--- config.mk ---
export PLATFORM = sky130hd
export DESIGN_NAME = instruction_decode_flat
export DESIGN_NICKNAME = d
export VERILOG_FILES = /design/src/rtl/rapid_pkg.sv /design/src/rtl/instruction_decode_if.sv /design/src/rtl/register_file.sv /design/src/rtl/instruction_decode.sv /design/src/flat_wrapper.sv
export SDC_FILE = /design/constraint.sdc
export NUM_CORES = 2
export LEC_CHECK = 0
export BUFFER_PORTS_ARGS = -buffer_cell sky130_fd_sc_hd__buf_4
export CORE_ASPECT_RATIO = 1.25
export CORE_MARGIN = 4
export CORE_UTILIZATION = 61
export CTS_CLUSTER_SIZE = 40
export DETAILED_ROUTE_END_ITERATION = 6
export HOLD_SLACK_MARGIN = 0.12
export MAX_ROUTING_LAYER = met4
export PLACE_DENSITY_LB_ADDON = 0.12
export SLEW_MARGIN = 5
export SYNTH_ARGS = -nofsm -noshare
export SYNTH_HDL_FRONTEND = slang
export SYNTH_SLANG_ARGS = --single-unit
--- constraint.sdc ---
create_clock -name i_clk -period 7.19 [get_ports i_clk]
set_input_delay 1.438 -clock i_clk [delete_from_list [all_inputs] [get_ports i_clk]]
set_output_delay 1.438 -clock i_clk [all_outputs]
set_load 0.01 [all_outputs]
--- src/rtl/rapid_pkg.sv ---
// Shared RV32I decode types: opcode encodings, decode-stage FSM states,
// register count and the immediate extraction helper.
package rapid_pkg;

  localparam int REG_COUNT = 32;

  typedef enum logic [6:0] {
    LUI      = 7'b0110111,
    AUIPC    = 7'b0010111,
    JAL      = 7'b1101111,
    JALR     = 7'b1100111,
    BRANCH   = 7'b1100011,
    LOAD     = 7'b0000011,
    STORE    = 7'b0100011,
    OP_IMM   = 7'b0010011,
    OP       = 7'b0110011,
    MISC_MEM = 7'b0001111,
    SYSTEM   = 7'b1110011
  } opcode_t;

  typedef enum logic {
    EMPTY = 1'b0,
    FULL  = 1'b1
  } ID_state_t;

  // 32-bit immediate for the instruction's format; R-type and anything
  // without an immediate (including SYSTEM) yields zero.
  function automatic logic [31:0] imm32(input logic [31:0] insn);
    logic [31:0] imm;
    imm = '0;
    case (insn[6:0])
      LOAD, OP_IMM, JALR: imm = {{20{insn[31]}}, insn[31:20]};
      STORE:              imm = {{20{insn[31]}}, insn[31:25], insn[11:7]};
      BRANCH:             imm = {{19{insn[31]}}, insn[31], insn[7], insn[30:25],
                                 insn[11:8], 1'b0};
      LUI, AUIPC:         imm = {insn[31:12], 12'b0};
      JAL:                imm = {{11{insn[31]}}, insn[31], insn[19:12], insn[20],
                                 insn[30:21], 1'b0};
      default:            imm = '0;
    endcase
    return imm;
  endfunction

endpackage

--- src/rtl/instruction_decode_if.sv ---
// Decode-stage bus: fetch handshake, writeback port and execute-side bundle.
// Handshake: fetch pulses i_valid and a transfer happens on any edge where
// i_valid & o_ready; execute takes the bundle on any edge where o_valid &
// i_ex_ready; i_flush discards the held bundle and any same-cycle transfer.
interface instruction_decode_if #(
  parameter int XLEN = 32
);
  logic            i_valid;
  logic [XLEN-1:0] i_pc;
  logic [31:0]     i_instruction;
  logic            o_ready;
  logic            i_flush;
  logic            i_wb_en;
  logic [4:0]      i_wb_rd;
  logic [XLEN-1:0] i_wb_data;
  logic            i_ex_ready;
  logic            o_valid;
  logic [XLEN-1:0] o_pc;
  logic [XLEN-1:0] o_imm;
  logic [XLEN-1:0] o_rs1_data;
  logic [XLEN-1:0] o_rs2_data;
  logic [6:0]      o_opcode;
  logic [2:0]      o_funct3;
  logic [6:0]      o_funct7;
  logic [4:0]      o_rd;
  logic [4:0]      o_rs1;
  logic [4:0]      o_rs2;
  logic            o_illegal;

  modport slave (
    input  i_valid, i_pc, i_instruction, i_flush,
    input  i_wb_en, i_wb_rd, i_wb_data, i_ex_ready,
    output o_ready, o_valid, o_pc, o_imm, o_rs1_data, o_rs2_data,
    output o_opcode, o_funct3, o_funct7, o_rd, o_rs1, o_rs2, o_illegal
  );

  modport master (
    output i_valid, i_pc, i_instruction, i_flush,
    output i_wb_en, i_wb_rd, i_wb_data, i_ex_ready,
    input  o_ready, o_valid, o_pc, o_imm, o_rs1_data, o_rs2_data,
    input  o_opcode, o_funct3, o_funct7, o_rd, o_rs1, o_rs2, o_illegal
  );

endinterface

--- src/rtl/register_file.sv ---
// 32 x XLEN integer register file: two asynchronous read ports, one
// synchronous write port, x0 hard-wired to zero, write-through on reads.
module register_file
  import rapid_pkg::*;
#(
  parameter int XLEN = 32
) (
  input  logic            i_clk,
  input  logic            i_reset,
  input  logic            we,
  input  logic [4:0]      waddr,
  input  logic [XLEN-1:0] wdata,
  input  logic [4:0]      raddr_a,
  output logic [XLEN-1:0] rdata_a,
  input  logic [4:0]      raddr_b,
  output logic [XLEN-1:0] rdata_b
);

  logic [XLEN-1:0] regs [REG_COUNT];

  always_ff @(posedge i_clk) begin
    if (i_reset) begin
      for (int i = 0; i < REG_COUNT; i++) regs[i] <= '0;
    end else if (we && (waddr != 5'd0)) begin
      regs[waddr] <= wdata;
    end
  end

  // Same-cycle write is forwarded so a reader never sees the stale value.
  always_comb begin
    rdata_a = regs[raddr_a];
    if (raddr_a == 5'd0)                rdata_a = '0;
    else if (we && (waddr == raddr_a))  rdata_a = wdata;
  end

  always_comb begin
    rdata_b = regs[raddr_b];
    if (raddr_b == 5'd0)                rdata_b = '0;
    else if (we && (waddr == raddr_b))  rdata_b = wdata;
  end

endmodule

--- src/rtl/instruction_decode.sv ---
// RV32I decode stage: one-entry EMPTY/FULL skid holding the decoded bundle.
// Optional illegal-instruction flagging is built with RAPID_ILLEGAL_INSN_EN.
module instruction_decode
  import rapid_pkg::*;
#(
  parameter int XLEN = 32
) (
  input  logic                 i_clk,
  input  logic                 i_reset,
  instruction_decode_if.slave  bus,
  output ID_state_t            o_state
);

  ID_state_t       state_q;
  ID_state_t       state_d;
  logic            accept;
  logic            load;
  logic [31:0]     insn;
  logic [XLEN-1:0] rs1_rdata;
  logic [XLEN-1:0] rs2_rdata;
  logic signed [31:0] imm_s;

  logic [XLEN-1:0] pc_q;
  logic [XLEN-1:0] imm_q;
  logic [XLEN-1:0] rs1_data_q;
  logic [XLEN-1:0] rs2_data_q;
  logic [6:0]      opcode_q;
  logic [2:0]      funct3_q;
  logic [6:0]      funct7_q;
  logic [4:0]      rd_q;
  logic [4:0]      rs1_q;
  logic [4:0]      rs2_q;

  assign insn   = bus.i_instruction;
  assign imm_s  = imm32(insn);

  assign bus.o_ready = (state_q == EMPTY) || ((state_q == FULL) && bus.i_ex_ready);
  assign accept      = bus.i_valid && bus.o_ready;
  // A flush in the accept cycle throws the incoming instruction away too.
  assign load        = accept && !bus.i_flush;

  register_file #(.XLEN(XLEN)) u_regfile (
    .i_clk   (i_clk),
    .i_reset (i_reset),
    .we      (bus.i_wb_en),
    .waddr   (bus.i_wb_rd),
    .wdata   (bus.i_wb_data),
    .raddr_a (insn[19:15]),
    .rdata_a (rs1_rdata),
    .raddr_b (insn[24:20]),
    .rdata_b (rs2_rdata)
  );

  always_ff @(posedge i_clk) begin
    if (i_reset) state_q <= EMPTY;
    else         state_q <= state_d;
  end

  always_comb begin
    state_d = state_q;
    case (state_q)
      EMPTY: if (accept) state_d = FULL;
      FULL:  if (bus.i_ex_ready) state_d = accept ? FULL : EMPTY;
    endcase
    if (bus.i_flush) state_d = EMPTY;
  end

  // Operands are captured once at accept and never refreshed while held.
  always_ff @(posedge i_clk) begin
    if (i_reset) begin
      pc_q       <= '0;
      imm_q      <= '0;
      rs1_data_q <= '0;
      rs2_data_q <= '0;
      opcode_q   <= '0;
      funct3_q   <= '0;
      funct7_q   <= '0;
      rd_q       <= '0;
      rs1_q      <= '0;
      rs2_q      <= '0;
    end else if (load) begin
      pc_q       <= bus.i_pc;
      imm_q      <= XLEN'(imm_s);
      rs1_data_q <= rs1_rdata;
      rs2_data_q <= rs2_rdata;
      opcode_q   <= insn[6:0];
      funct3_q   <= insn[14:12];
      funct7_q   <= insn[31:25];
      rd_q       <= insn[11:7];
      rs1_q      <= insn[19:15];
      rs2_q      <= insn[24:20];
    end
  end

`ifdef RAPID_ILLEGAL_INSN_EN
  logic illegal_d;
  logic illegal_q;

  always_comb begin
    illegal_d = 1'b1;
    case (insn[6:0])
      LUI, AUIPC, JAL, JALR, BRANCH, LOAD, STORE, MISC_MEM, SYSTEM:
        illegal_d = 1'b0;
      OP_IMM: begin
        if (insn[14:12] == 3'b001)      illegal_d = (insn[31:25] != 7'b0000000);
        else if (insn[14:12] == 3'b101) illegal_d = !((insn[31:25] == 7'b0000000) ||
                                                      (insn[31:25] == 7'b0100000));
        else                            illegal_d = 1'b0;
      end
      // Only ADD/SUB and SRL/SRA have a 0100000 alternate encoding.
      OP: illegal_d = !((insn[31:25] == 7'b0000000) ||
                        ((insn[31:25] == 7'b0100000) &&
                         ((insn[14:12] == 3'b000) || (insn[14:12] == 3'b101))));
      default: illegal_d = 1'b1;
    endcase
  end

  always_ff @(posedge i_clk) begin
    if (i_reset)   illegal_q <= 1'b0;
    else if (load) illegal_q <= illegal_d;
  end

  assign bus.o_illegal = illegal_q;
`else
  assign bus.o_illegal = 1'b0;
`endif

  assign bus.o_valid    = (state_q == FULL);
  assign bus.o_pc       = pc_q;
  assign bus.o_imm      = imm_q;
  assign bus.o_rs1_data = rs1_data_q;
  assign bus.o_rs2_data = rs2_data_q;
  assign bus.o_opcode   = opcode_q;
  assign bus.o_funct3   = funct3_q;
  assign bus.o_funct7   = funct7_q;
  assign bus.o_rd       = rd_q;
  assign bus.o_rs1      = rs1_q;
  assign bus.o_rs2      = rs2_q;
  assign o_state        = state_q;

endmodule

--- src/flat_wrapper.sv ---
// flat-port wrapper written by rule: the top's interface ports become plain ports
module instruction_decode_flat import rapid_pkg::*;
#(
  parameter int XLEN = 32
)
  (i_clk, i_reset, o_state, bus_i_valid, bus_i_pc, bus_i_instruction, bus_i_flush, bus_i_wb_en, bus_i_wb_rd, bus_i_wb_data, bus_i_ex_ready, bus_o_ready, bus_o_valid, bus_o_pc, bus_o_imm, bus_o_rs1_data, bus_o_rs2_data, bus_o_opcode, bus_o_funct3, bus_o_funct7, bus_o_rd, bus_o_rs1, bus_o_rs2, bus_o_illegal);
  instruction_decode_if #(.XLEN(XLEN)) bus_i ();
  input  logic i_clk;
  input  logic i_reset;
  output ID_state_t o_state;
  input wire logic [$bits(bus_i.i_valid)-1:0] bus_i_valid;
  input wire logic [$bits(bus_i.i_pc)-1:0] bus_i_pc;
  input wire logic [$bits(bus_i.i_instruction)-1:0] bus_i_instruction;
  input wire logic [$bits(bus_i.i_flush)-1:0] bus_i_flush;
  input wire logic [$bits(bus_i.i_wb_en)-1:0] bus_i_wb_en;
  input wire logic [$bits(bus_i.i_wb_rd)-1:0] bus_i_wb_rd;
  input wire logic [$bits(bus_i.i_wb_data)-1:0] bus_i_wb_data;
  input wire logic [$bits(bus_i.i_ex_ready)-1:0] bus_i_ex_ready;
  output wire logic [$bits(bus_i.o_ready)-1:0] bus_o_ready;
  output wire logic [$bits(bus_i.o_valid)-1:0] bus_o_valid;
  output wire logic [$bits(bus_i.o_pc)-1:0] bus_o_pc;
  output wire logic [$bits(bus_i.o_imm)-1:0] bus_o_imm;
  output wire logic [$bits(bus_i.o_rs1_data)-1:0] bus_o_rs1_data;
  output wire logic [$bits(bus_i.o_rs2_data)-1:0] bus_o_rs2_data;
  output wire logic [$bits(bus_i.o_opcode)-1:0] bus_o_opcode;
  output wire logic [$bits(bus_i.o_funct3)-1:0] bus_o_funct3;
  output wire logic [$bits(bus_i.o_funct7)-1:0] bus_o_funct7;
  output wire logic [$bits(bus_i.o_rd)-1:0] bus_o_rd;
  output wire logic [$bits(bus_i.o_rs1)-1:0] bus_o_rs1;
  output wire logic [$bits(bus_i.o_rs2)-1:0] bus_o_rs2;
  output wire logic [$bits(bus_i.o_illegal)-1:0] bus_o_illegal;
  assign bus_i.i_valid = bus_i_valid;
  assign bus_i.i_pc = bus_i_pc;
  assign bus_i.i_instruction = bus_i_instruction;
  assign bus_i.i_flush = bus_i_flush;
  assign bus_i.i_wb_en = bus_i_wb_en;
  assign bus_i.i_wb_rd = bus_i_wb_rd;
  assign bus_i.i_wb_data = bus_i_wb_data;
  assign bus_i.i_ex_ready = bus_i_ex_ready;
  assign bus_o_ready = bus_i.o_ready;
  assign bus_o_valid = bus_i.o_valid;
  assign bus_o_pc = bus_i.o_pc;
  assign bus_o_imm = bus_i.o_imm;
  assign bus_o_rs1_data = bus_i.o_rs1_data;
  assign bus_o_rs2_data = bus_i.o_rs2_data;
  assign bus_o_opcode = bus_i.o_opcode;
  assign bus_o_funct3 = bus_i.o_funct3;
  assign bus_o_funct7 = bus_i.o_funct7;
  assign bus_o_rd = bus_i.o_rd;
  assign bus_o_rs1 = bus_i.o_rs1;
  assign bus_o_rs2 = bus_i.o_rs2;
  assign bus_o_illegal = bus_i.o_illegal;
  instruction_decode #(.XLEN(XLEN)) u_core (.i_clk(i_clk), .i_reset(i_reset), .bus(bus_i), .o_state(o_state));
endmodule
==> flow_summary.ini <==
[logic_synthesis]
synth-seq-cells = 1185
ys_seq_area_frac = 0.559
synth_warnings = 0
synthArstFlopShare = 0
synth_edf_count = 1024
synthTopCellsByArea = edfxtp_1 (51%), mux4_2 (19%), and2_1 (10%)
yosysMostFrequentCell = edfxtp_1
synthTopCellsByCount = edfxtp_1 (1024), and2_1 (995), mux4_2 (512)
synth_flop_cell = edfxtp_1
synth_top_area_share = 0.506
synth_area_per_cell_um2 = 14.4
netlist_area_mm2 = 0.0608
syn_inst = 4216
ys_types = 50
yosysTopAreaCell = edfxtp_1

[global_routing]
grtUsageTotal = 0.358
busiest_layer = met2
grt_use_met2 = 0.567
grt_pass1_vias = 39400
grt_util_met3 = 0.0779
antenna_found_initial = 8
grt_max_degree = 93
grt_pass1_wl_um = 267000
gr-total-overflow = 0
use_met1 = 0.451

[timing]
setup_slack_ps = 3360
hold_violations = 0
holdWs_ps = 453
tns_ps = 0
drv_slew = 0
slew_headroom = 0.238
fmax_mhz = 261
finalCriticalPeriod_ps = 3830
finClkSkew_ps = 34.1
worst_pin_slew_ps = 1140
fin_crit_sh = 0.533
setup_viol = 0
rsz0062_at_grt = no

[clock_network]
clkSinkCount = 1185
cts_setup_buffers = 0
holdBufCountCts = 0
cts_tree = done
cts-root-buf = clkbuf_16
clock_latency_ps = 710
clockBufferDepth = 3
path_clk_slew_ps = 60
cts_max_level = 3
cts_resized = 0
cts_buffers = 118

[layout]
syn_to_final_growth_pct = 11.1
fin_nets = 4384
layout-drive-gt1-share = 0.262
fillers = 6786

[pwr]
p_switching_w = 0.00400
combPwrFrac = 0.113
leakage_nw = 24.0
internal_power_w = 0.0122
clockPowerShare = 0.390
ir_drop_v = 0.000242
power_density_mw_per_mm2 = 240
seqPwrFrac = 0.496
sw_frac_of_total = 0.247

[critical_path]
regToRegEndpoint = u_core.bus.o_rs1_data[21]
cp_data_required_time_ps = 7490
crit_fanout = 68
r2r_start = u_core.bus.o_valid
r2r_cells = 7
critical_path_class = in -> reg
r2r_slack_ps = 4900
worstPathArrival_ps = 4130
crit_path_end_kind = flip-flop
start_kind = primary input

[placed_design]
gp_congestion = 0.963
port_buffers = 269
dp_slack_ps = 2740
hpwl_um = 106000

[route]
first_pass_iters = 7
drc = 19
num_vias = 39000
ant_nets = 0
drt_iter0_markers = 5349
routed_wl_um = 183000
vias_per_cell = 6.86
wl_per_cell_um = 32.2

[status]
violations = DRC
outcome = complete, but fails checks

[run]
maxCapViolCount = 0

[min_path]
hold_end = u_core.bus.o_imm[6]
min_from = u_core.bus.o_imm[6]
whs_path_depth = 2
hold_path.class = reg -> reg

[die]
rows = 129
io_pins = 271
dieHeight_um = 361
dieWidth_um = 290
initial_utilization = 0.614
die_area_mm2 = 0.105
core_mm2 = 0.0989
==> registers in the layout, indices dropped and copies added, names as in the netlist, 5 cells and up <==
register / count
u_core.bus.o_funct7: 7
u_core.bus.o_imm: 32
u_core.bus.o_opcode: 7
u_core.bus.o_pc: 32
u_core.bus.o_rd: 5
u_core.bus.o_rs1: 5
u_core.bus.o_rs1_data: 32
u_core.bus.o_rs2: 5
u_core.bus.o_rs2_data: 32
u_core.u_regfile.regs: 1024
==> power groups by stage <==
| stage | logic (W) | registers, W | clock network [W] |
|---|---|---|---|
| 6_report | 0.00184 | 0.00805 | 0.00633 |
| 2_1_floorplan | 0.00116 | 0.00812 | 0 |
| 4_1_cts | 0.00182 | 0.00804 | 0.00636 |
| 3_5_place_dp | 0.00181 | 0.00818 | 0 |
| 5_1_grt | 0.00192 | 0.00808 | 0.00667 |
| 3_3_place_gp | 0.00179 | 0.00816 | 0 |
==> area by class of cell <==
type	count	area, µm²	share of cell area
Clock buffer	138	3080	0.0456
Multi-Input combinational cell	2608	25100	0.371
Sequential cell	1185	34000	0.503
Clock inverter	83	835	0.0124
Tap cell	1310	1640	0.0243
Inverter	2	7.51	0.000111
Timing Repair Buffer	362	2890	0.0428
Antenna cell	6	15.0	0.000222
==> cells in the final DEF (no fill, tap or decap), types with 10 or more instances in the layout <==
cell and instances:
mux4_2 512, a32oi_1 130, nor2_2 31, buf_4 345, mux2i_1 192, nand3_1 12, or2_2 31, nand4_1 64
bufinv_16 15, nand2_1 278, clkbuf_1 17, and2_1 993, buf_12 10, clkinv_1 23, a211oi_2 11, edfxtp_1 1024
clkbuf_16 120, conb_1 33, dfxtp_1 161, a21oi_1 79, nor2_1 32, clkinv_2 24, nand2b_1 66, a22oi_1 64
==> per-stage QoR <==
| stage | cell area [µm²] | utilization | instances | total power (W) |
|---|---|---|---|---|
| floorplan | 60900 | - | 4248 | 0.00928 |
| global placement | 63600 | 0.643 | 5467 | 0.00995 |
| detailed placement | 63600 | 0.643 | 5467 | 0.00999 |
| CTS | 67500 | 0.682 | 5688 | 0.0162 |
| global route | 67500 | 0.682 | 5694 | 0.0167 |
| finish | 67500 | 0.682 | 5694 | 0.0162 |
==> cell families after synthesis <==
| kind of cell | share of synthesized area |
|---|---|
| XOR/XNOR | 0.00144 |
| buffers and inverters | 0.0329 |
| AND/OR/NAND/NOR | 0.146 |
| other | 0.0000617 |
| AO/OA/AOI/OAI | 0.0391 |
| multiplexers | 0.222 |
| flip-flops | 0.559 |
==> worst max-delay path by stage <==
| stage | cells past startpoint | slack [ps] | to | startpoint |
|---|---|---|---|---|
| floorplan | 6 | 3910 | u_core.u_regfile.regs[20][0] | i_reset |
| detailed placement | 6 | 2740 | u_core.u_regfile.regs[12][7] | i_reset |
| global placement | 6 | 2790 | u_core.u_regfile.regs[20][15] | i_reset |
| global route | 6 | 3340 | u_core.u_regfile.regs[12][7] | i_reset |
| finish | 6 | 3360 | u_core.u_regfile.regs[12][7] | i_reset |
| CTS | 6 | 3460 | u_core.u_regfile.regs[20][21] | i_reset |
==> critical path, stage by stage <==
cell	delay, ps
buf_6	290
nand2b_1	260
or3_1	510
nor2_2	160
buf_4	430
or2_2	960
==> layer usage <==
metal	wire, µm	vias up
li1	-	16100
met2	88700	2589
met5	0	-
met1	64500	19900
met4	9600	0
met3	20500	493
Note: power is estimated with default switching activity, not from simulation.
